$ cat config.mk
export PLATFORM = sky130hd
export DESIGN_NAME = otbn_urnd_ctrl
export DESIGN_NICKNAME = d
export VERILOG_FILES = /design/src/rtl/otbn_urnd_pkg.sv /design/src/rtl/otbn_urnd_arb.sv /design/src/rtl/otbn_urnd_ctrl.sv
export SDC_FILE = /design/constraint.sdc
export NUM_CORES = 1
export LEC_CHECK = 0
export BUFFER_PORTS_ARGS = -buffer_cell sky130_fd_sc_hd__buf_4
export CORE_AREA = 3 3 256 258
export DETAILED_ROUTE_END_ITERATION = 6
export DIE_AREA = 0 0 259 261
export PLACE_DENSITY = 0.3
export REMOVE_ABC_BUFFERS = 1
export SKIP_LAST_GASP = 1
export SLEW_MARGIN = 30
export SYNTH_ARGS = -nofsm -noshare
export SYNTH_HDL_FRONTEND = slang
export SYNTH_SLANG_ARGS = --single-unit
$ cat constraint.sdc
create_clock -name clk_i -period 2.45 [get_ports clk_i]
set_input_delay 0 -clock clk_i [delete_from_list [all_inputs] [get_ports clk_i]]
set_output_delay 0 -clock clk_i [all_outputs]
set_load 0.02 [all_outputs]
$ cat src/rtl/otbn_urnd_pkg.sv
`default_nettype none
// ============================================================================
// Module      : otbn_urnd_pkg
// Description : Shared widths and FSM state encoding for the URND controller.
// Revision    : 1.0 - initial release
// ============================================================================
package otbn_urnd_pkg;

    localparam int UrndSeedW = 256;
    localparam int UrndDataW = 64;

    typedef enum logic [1:0] {
        UNSEEDED = 2'd0,
        FETCH    = 2'd1,
        READY    = 2'd2
    } urnd_state_e;

endpackage
`default_nettype wire

$ cat src/rtl/otbn_urnd_arb.sv
`default_nettype none
// ============================================================================
// Module      : otbn_urnd_arb
// Description : Round-robin arbiter; pointer moves one past each granted index.
// Revision    : 1.0 - initial release
// ============================================================================
module otbn_urnd_arb #(
    parameter int NumReq = 2
) (
    input  logic              clk_i,
    input  logic              rst_i,
    input  logic [NumReq-1:0] req_i,
    input  logic              en_i,
    output logic [NumReq-1:0] gnt_o
);

    localparam int PtrW = $clog2(NumReq);

    logic [PtrW-1:0] ptr_q;
    logic [PtrW-1:0] ptr_d;
    logic [PtrW-1:0] idx;
    logic [PtrW-1:0] gidx;
    logic            found;

    always_comb begin
        gnt_o = '0;
        gidx  = '0;
        idx   = '0;
        found = 1'b0;
        ptr_d = ptr_q;
        // Scan from the pointer upward with wrap; first requester wins.
        for (int k = 0; k < NumReq; k++) begin
            idx = PtrW'((int'(ptr_q) + k) % NumReq);
            if (!found && req_i[idx]) begin
                found = 1'b1;
                gidx  = idx;
            end
        end
        if (en_i && found) begin
            gnt_o[gidx] = 1'b1;
            ptr_d       = (gidx == PtrW'(NumReq - 1)) ? '0 : gidx + PtrW'(1);
        end
    end

    always_ff @(posedge clk_i) begin
        if (rst_i) begin
            ptr_q <= '0;
        end else begin
            ptr_q <= ptr_d;
        end
    end

endmodule
`default_nettype wire

$ cat src/rtl/otbn_urnd_ctrl.sv
`default_nettype none
// ============================================================================
// Module      : otbn_urnd_ctrl
// Description : Seeds an external xoshiro PRNG from EDN and arbitrates random
//               words among requesters. OTBN_URND_RESEED_TIMER_EN enables an
//               automatic reseed every ReseedInterval grants.
// Revision    : 1.0 - initial release
// ============================================================================
module otbn_urnd_ctrl
    import otbn_urnd_pkg::*;
#(
    parameter int NumReq         = 2,
    parameter int ReseedInterval = 1024
) (
    input  logic                 clk_i,
    input  logic                 rst_i,
    input  logic [NumReq-1:0]    req_i,
    output logic [NumReq-1:0]    gnt_o,
    output logic [UrndDataW-1:0] data_o,
    input  logic                 reseed_req_i,
    output logic                 seeded_o,
    output logic                 lockup_err_o,
    output logic                 edn_req_o,
    input  logic                 edn_ack_i,
    input  logic [UrndSeedW-1:0] edn_data_i,
    output logic                 prng_seed_en_o,
    output logic [UrndSeedW-1:0] prng_seed_o,
    output logic                 prng_en_o,
    input  logic [UrndDataW-1:0] prng_data_i,
    input  logic                 prng_all_zero_i
);

    urnd_state_e state_q;
    urnd_state_e state_d;
    logic        grant_en;

`ifdef OTBN_URND_RESEED_TIMER_EN
    localparam int CntW = $clog2(ReseedInterval + 1);
    logic [CntW-1:0] cnt_q;
    logic [CntW-1:0] cnt_d;
`endif

    assign data_o      = prng_data_i;
    assign prng_seed_o = edn_data_i;
    assign prng_en_o   = grant_en;

    always_comb begin
        state_d        = state_q;
        grant_en       = 1'b0;
        edn_req_o      = 1'b0;
        prng_seed_en_o = 1'b0;
        lockup_err_o   = 1'b0;
        seeded_o       = 1'b0;
`ifdef OTBN_URND_RESEED_TIMER_EN
        cnt_d          = cnt_q;
`endif
        // Outputs are held quiet while reset is asserted, whatever the state.
        if (!rst_i) begin
            case (state_q)
                UNSEEDED: begin
                    if (reseed_req_i) state_d = FETCH;
                end
                FETCH: begin
                    edn_req_o = 1'b1;
                    if (edn_ack_i) begin
                        prng_seed_en_o = 1'b1;
                        state_d        = READY;
`ifdef OTBN_URND_RESEED_TIMER_EN
                        cnt_d          = '0;
`endif
                    end
                end
                READY: begin
                    seeded_o = 1'b1;
                    if (prng_all_zero_i) begin
                        lockup_err_o = 1'b1;
                        state_d      = FETCH;
                    end else if (reseed_req_i) begin
                        state_d = FETCH;
                    end else if (|req_i) begin
                        grant_en = 1'b1;
`ifdef OTBN_URND_RESEED_TIMER_EN
                        cnt_d = cnt_q + CntW'(1);
                        if (cnt_q == CntW'(ReseedInterval - 1)) state_d = FETCH;
`endif
                    end
                end
                default: state_d = UNSEEDED;
            endcase
        end
    end

    always_ff @(posedge clk_i) begin
        if (rst_i) begin
            state_q <= UNSEEDED;
`ifdef OTBN_URND_RESEED_TIMER_EN
            cnt_q   <= '0;
`endif
        end else begin
            state_q <= state_d;
`ifdef OTBN_URND_RESEED_TIMER_EN
            cnt_q   <= cnt_d;
`endif
        end
    end

    otbn_urnd_arb #(
        .NumReq (NumReq)
    ) u_arb (
        .clk_i  (clk_i),
        .rst_i  (rst_i),
        .req_i  (req_i),
        .en_i   (grant_en),
        .gnt_o  (gnt_o)
    );

endmodule
`default_nettype wire
==> results.yml <==
run_status:
  status: "complete, no violations"
cells_and_area:
  fillers: 7554
  multi_input_area_sq_um: 115
  n_antenna_cell: 0
  post-route-util_pct: 2.27
  drive_gt1_share_pct: 45.5
  area_delta_synth_final_pct: -44.5
  seq_area_sq_um: 60.1
  nets: 372
  fin_cells: 890
global_route:
  grt_pass1_wl_mm: 115
  grt_usage_pct: 31.9
  overflow: 0
  antenna_found_initial: 1
  grt_pass1_vias: 1266
  grt_max_degree: 6
worst_setup_path:
  regToRegSetupSlack_ns: 1.32
  path_max_fanout: 5
  worstSetupStartpointType: "primary input"
  timing.critical_path.mode_cell: "buf_4"
  end_kind: "output pin"
  crit_arrival_ns: 1.77
  required_ns: 2.45
  reg2reg_from: "state_q[1]"
  r2r-end: "state_q[1]"
  crit_chain: "dlygate4sd3_1 > buf_4 > nor3b_4 > nand2_1 > nor3_1 > buf_4"
  critPathMaxStageDelay_ns: 0.53
  r2r_cells: 3
  worst_path_max_delay_cell: "dlygate4sd3_1"
  path_class: "in2out"
clock_tree:
  cts_tree: "done"
  cts_root_buf: "clkbuf_16"
  htreeDepth: 1
  clkLatencyLatePin_ns: 0.22
  max-clock-path-buffers: 2
  cts_buffers: 3
  post_cts_resized: 0
  clock_sinks: 3
detailed_routing:
  vias_per_cell: 2.08
  drt-total-wl_mm: 112
  ant_nets: 0
  drt_iter0_drc: 174
  drt-wirelength-per-cell_um: 126
  vias: 1849
  dr.pass1.iters: 4
  drc_errors: 0
synth:
  netlist_top_cells_area: "buf_4 93%, dfxtp_1 2.3%, nor2_1 0.73%"
  syn_area_sq_um: 2580
  synth-seq-cells: 3
  synth_top_area_share_pct: 92.9
  ys_seq_area_share_pct: 2.32
  yosys_warnings: 0
  synth_edf_count: 0
  synth_top_area_cell: "buf_4"
  yosysMostFrequentCell: "buf_4"
  syn-mean-instance-area_sq_um: 7.49
  synth_common_cells: "320 x buf_4, 5 x nor2_1, 4 x nand2_1, 3 x dfxtp_1"
  async_flop_share_pct: 0
  synth.distinct_cells: 15
  synth_ff_type: "dfxtp_1"
  syn_inst: 345
worst_hold_path:
  worstHoldPathCells: 0
  hold_end: "data_o[13]"
  hp-start: "prng_data_i[13]"
  min_path_type: "in2out"
floorplan:
  placeableCoreArea_sq_um: 63200
  std_cell_rows: 92
  die-area_sq_um: 67600
  start_util_pct: 4.09
  ios: 654
  die_x_um: 259
  die_height_um: 261
sta:
  tightest_slew_ns: 0.495
  fin_crit_sh_pct: 72.4
  period_minus_slack_ns: 1.77
  rsz0062_at_grt: "false"
  hold_viol_final: 0
  setup_viol: 0
  maxSlewViolCount: 0
  whs_ns: 0.000948
  max_freq_mhz: 564
  finClkSkew_ns: 0.00169
  maxSlewHeadroom_pct: 67.0
  setup_tns_ns: 0
pwr:
  p_per_area_nw_per_um2: 242
  ir_drop_uv: 187
  finalPower_uw: 347
  leakagePower_uw: 0.000193
place:
  dp_hpwl_mm: 111
  portBuffers: 13
  dp_cells: 885
  gp_congestion: 1.37
flow_run:
  maxCapViolations: 0
[cells in the final DEF, fill, tap and decap left out, drive strengths merged]
cell,count
a21oi,2
and2,2
nor3,1
inv,2
dlygate4sd3,1
o21ai,1
dfxtp,3
clkbuf,4
nor3b,2
a311oi,1
nor2,5
nand2,4
a31oi,1
or2,1
buf,14
[worst max path at each step]
stage          slack [ns]  cells after the start       start       end
2_1_floorplan        1.06                      3  state_q[1]  gnt_o[0]
3_3_place_gp         1.06                      4  state_q[1]  gnt_o[0]
3_5_place_dp         0.97                      4  state_q[1]  gnt_o[0]
4_1_cts              0.66                      6       rst_i  gnt_o[0]
5_1_grt              0.53                      6       rst_i  gnt_o[0]
6_report             0.68                      6       rst_i  gnt_o[0]
[power by group]
| group | leakage [uW] | switching (uW) | internal, uW |
|---|---|---|---|
| clock network | 0.0000382 | 42.7 | 215 |
| logic | 0.000131 | 20.5 | 15.4 |
| registers | 0.0000245 | 2.42 | 51.3 |
[state kept, by name, summed over array words and instances, names as in the netlist]
signal       flops
state_q          2
u_arb.ptr_q      1
[worst max-delay path: cells and delay by family]
kind	cells	cell delay [ns]
simple gates	3	0.87
buf+inv	3	0.89
[layout make-up]
class | instances | share of cell area (%)
flip-flops and latches | 3 | 4.18
well taps | 846 | 73.8
repair buffers | 15 | 8.02
multi-input cells | 20 | 8.02
clock buffers | 4 | 5.49
inverters | 2 | 0.523
[timing repair]
action | CTS | global route
buffers inserted | 0 | 0
hold endpoints to repair | 1 | 0
hold buffers | 1 | 0
[kinds of logic (layout without fill, tap and decap cells)]
logic type,after synthesis,after routing,synth area share (%)
compound gates,5,5,1.16
flops,3,3,2.32
buf+inv,322,21,93.2
simple gates,15,15,3.29
[through the flow]
step,instance area (sq um),worst slack (ns)
2_1_floorplan,183,1.06
3_3_place_gp,1350,1.06
3_5_place_dp,1350,0.967
4_1_cts,1440,0.659
5_1_grt,1440,0.527
6_report,1440,0.677
[layer usage]
| layer | track usage [%] | routed length, um |
|---|---|---|
| met2 | 59.9 | 58100 |
| met1 | 5.40 | 7840 |
| met3 | 46.7 | 33300 |
| met5 | 29.8 | 2940 |
| met4 | 20.6 | 9730 |
No activity file was read; power rests on OpenSTA's default activity.
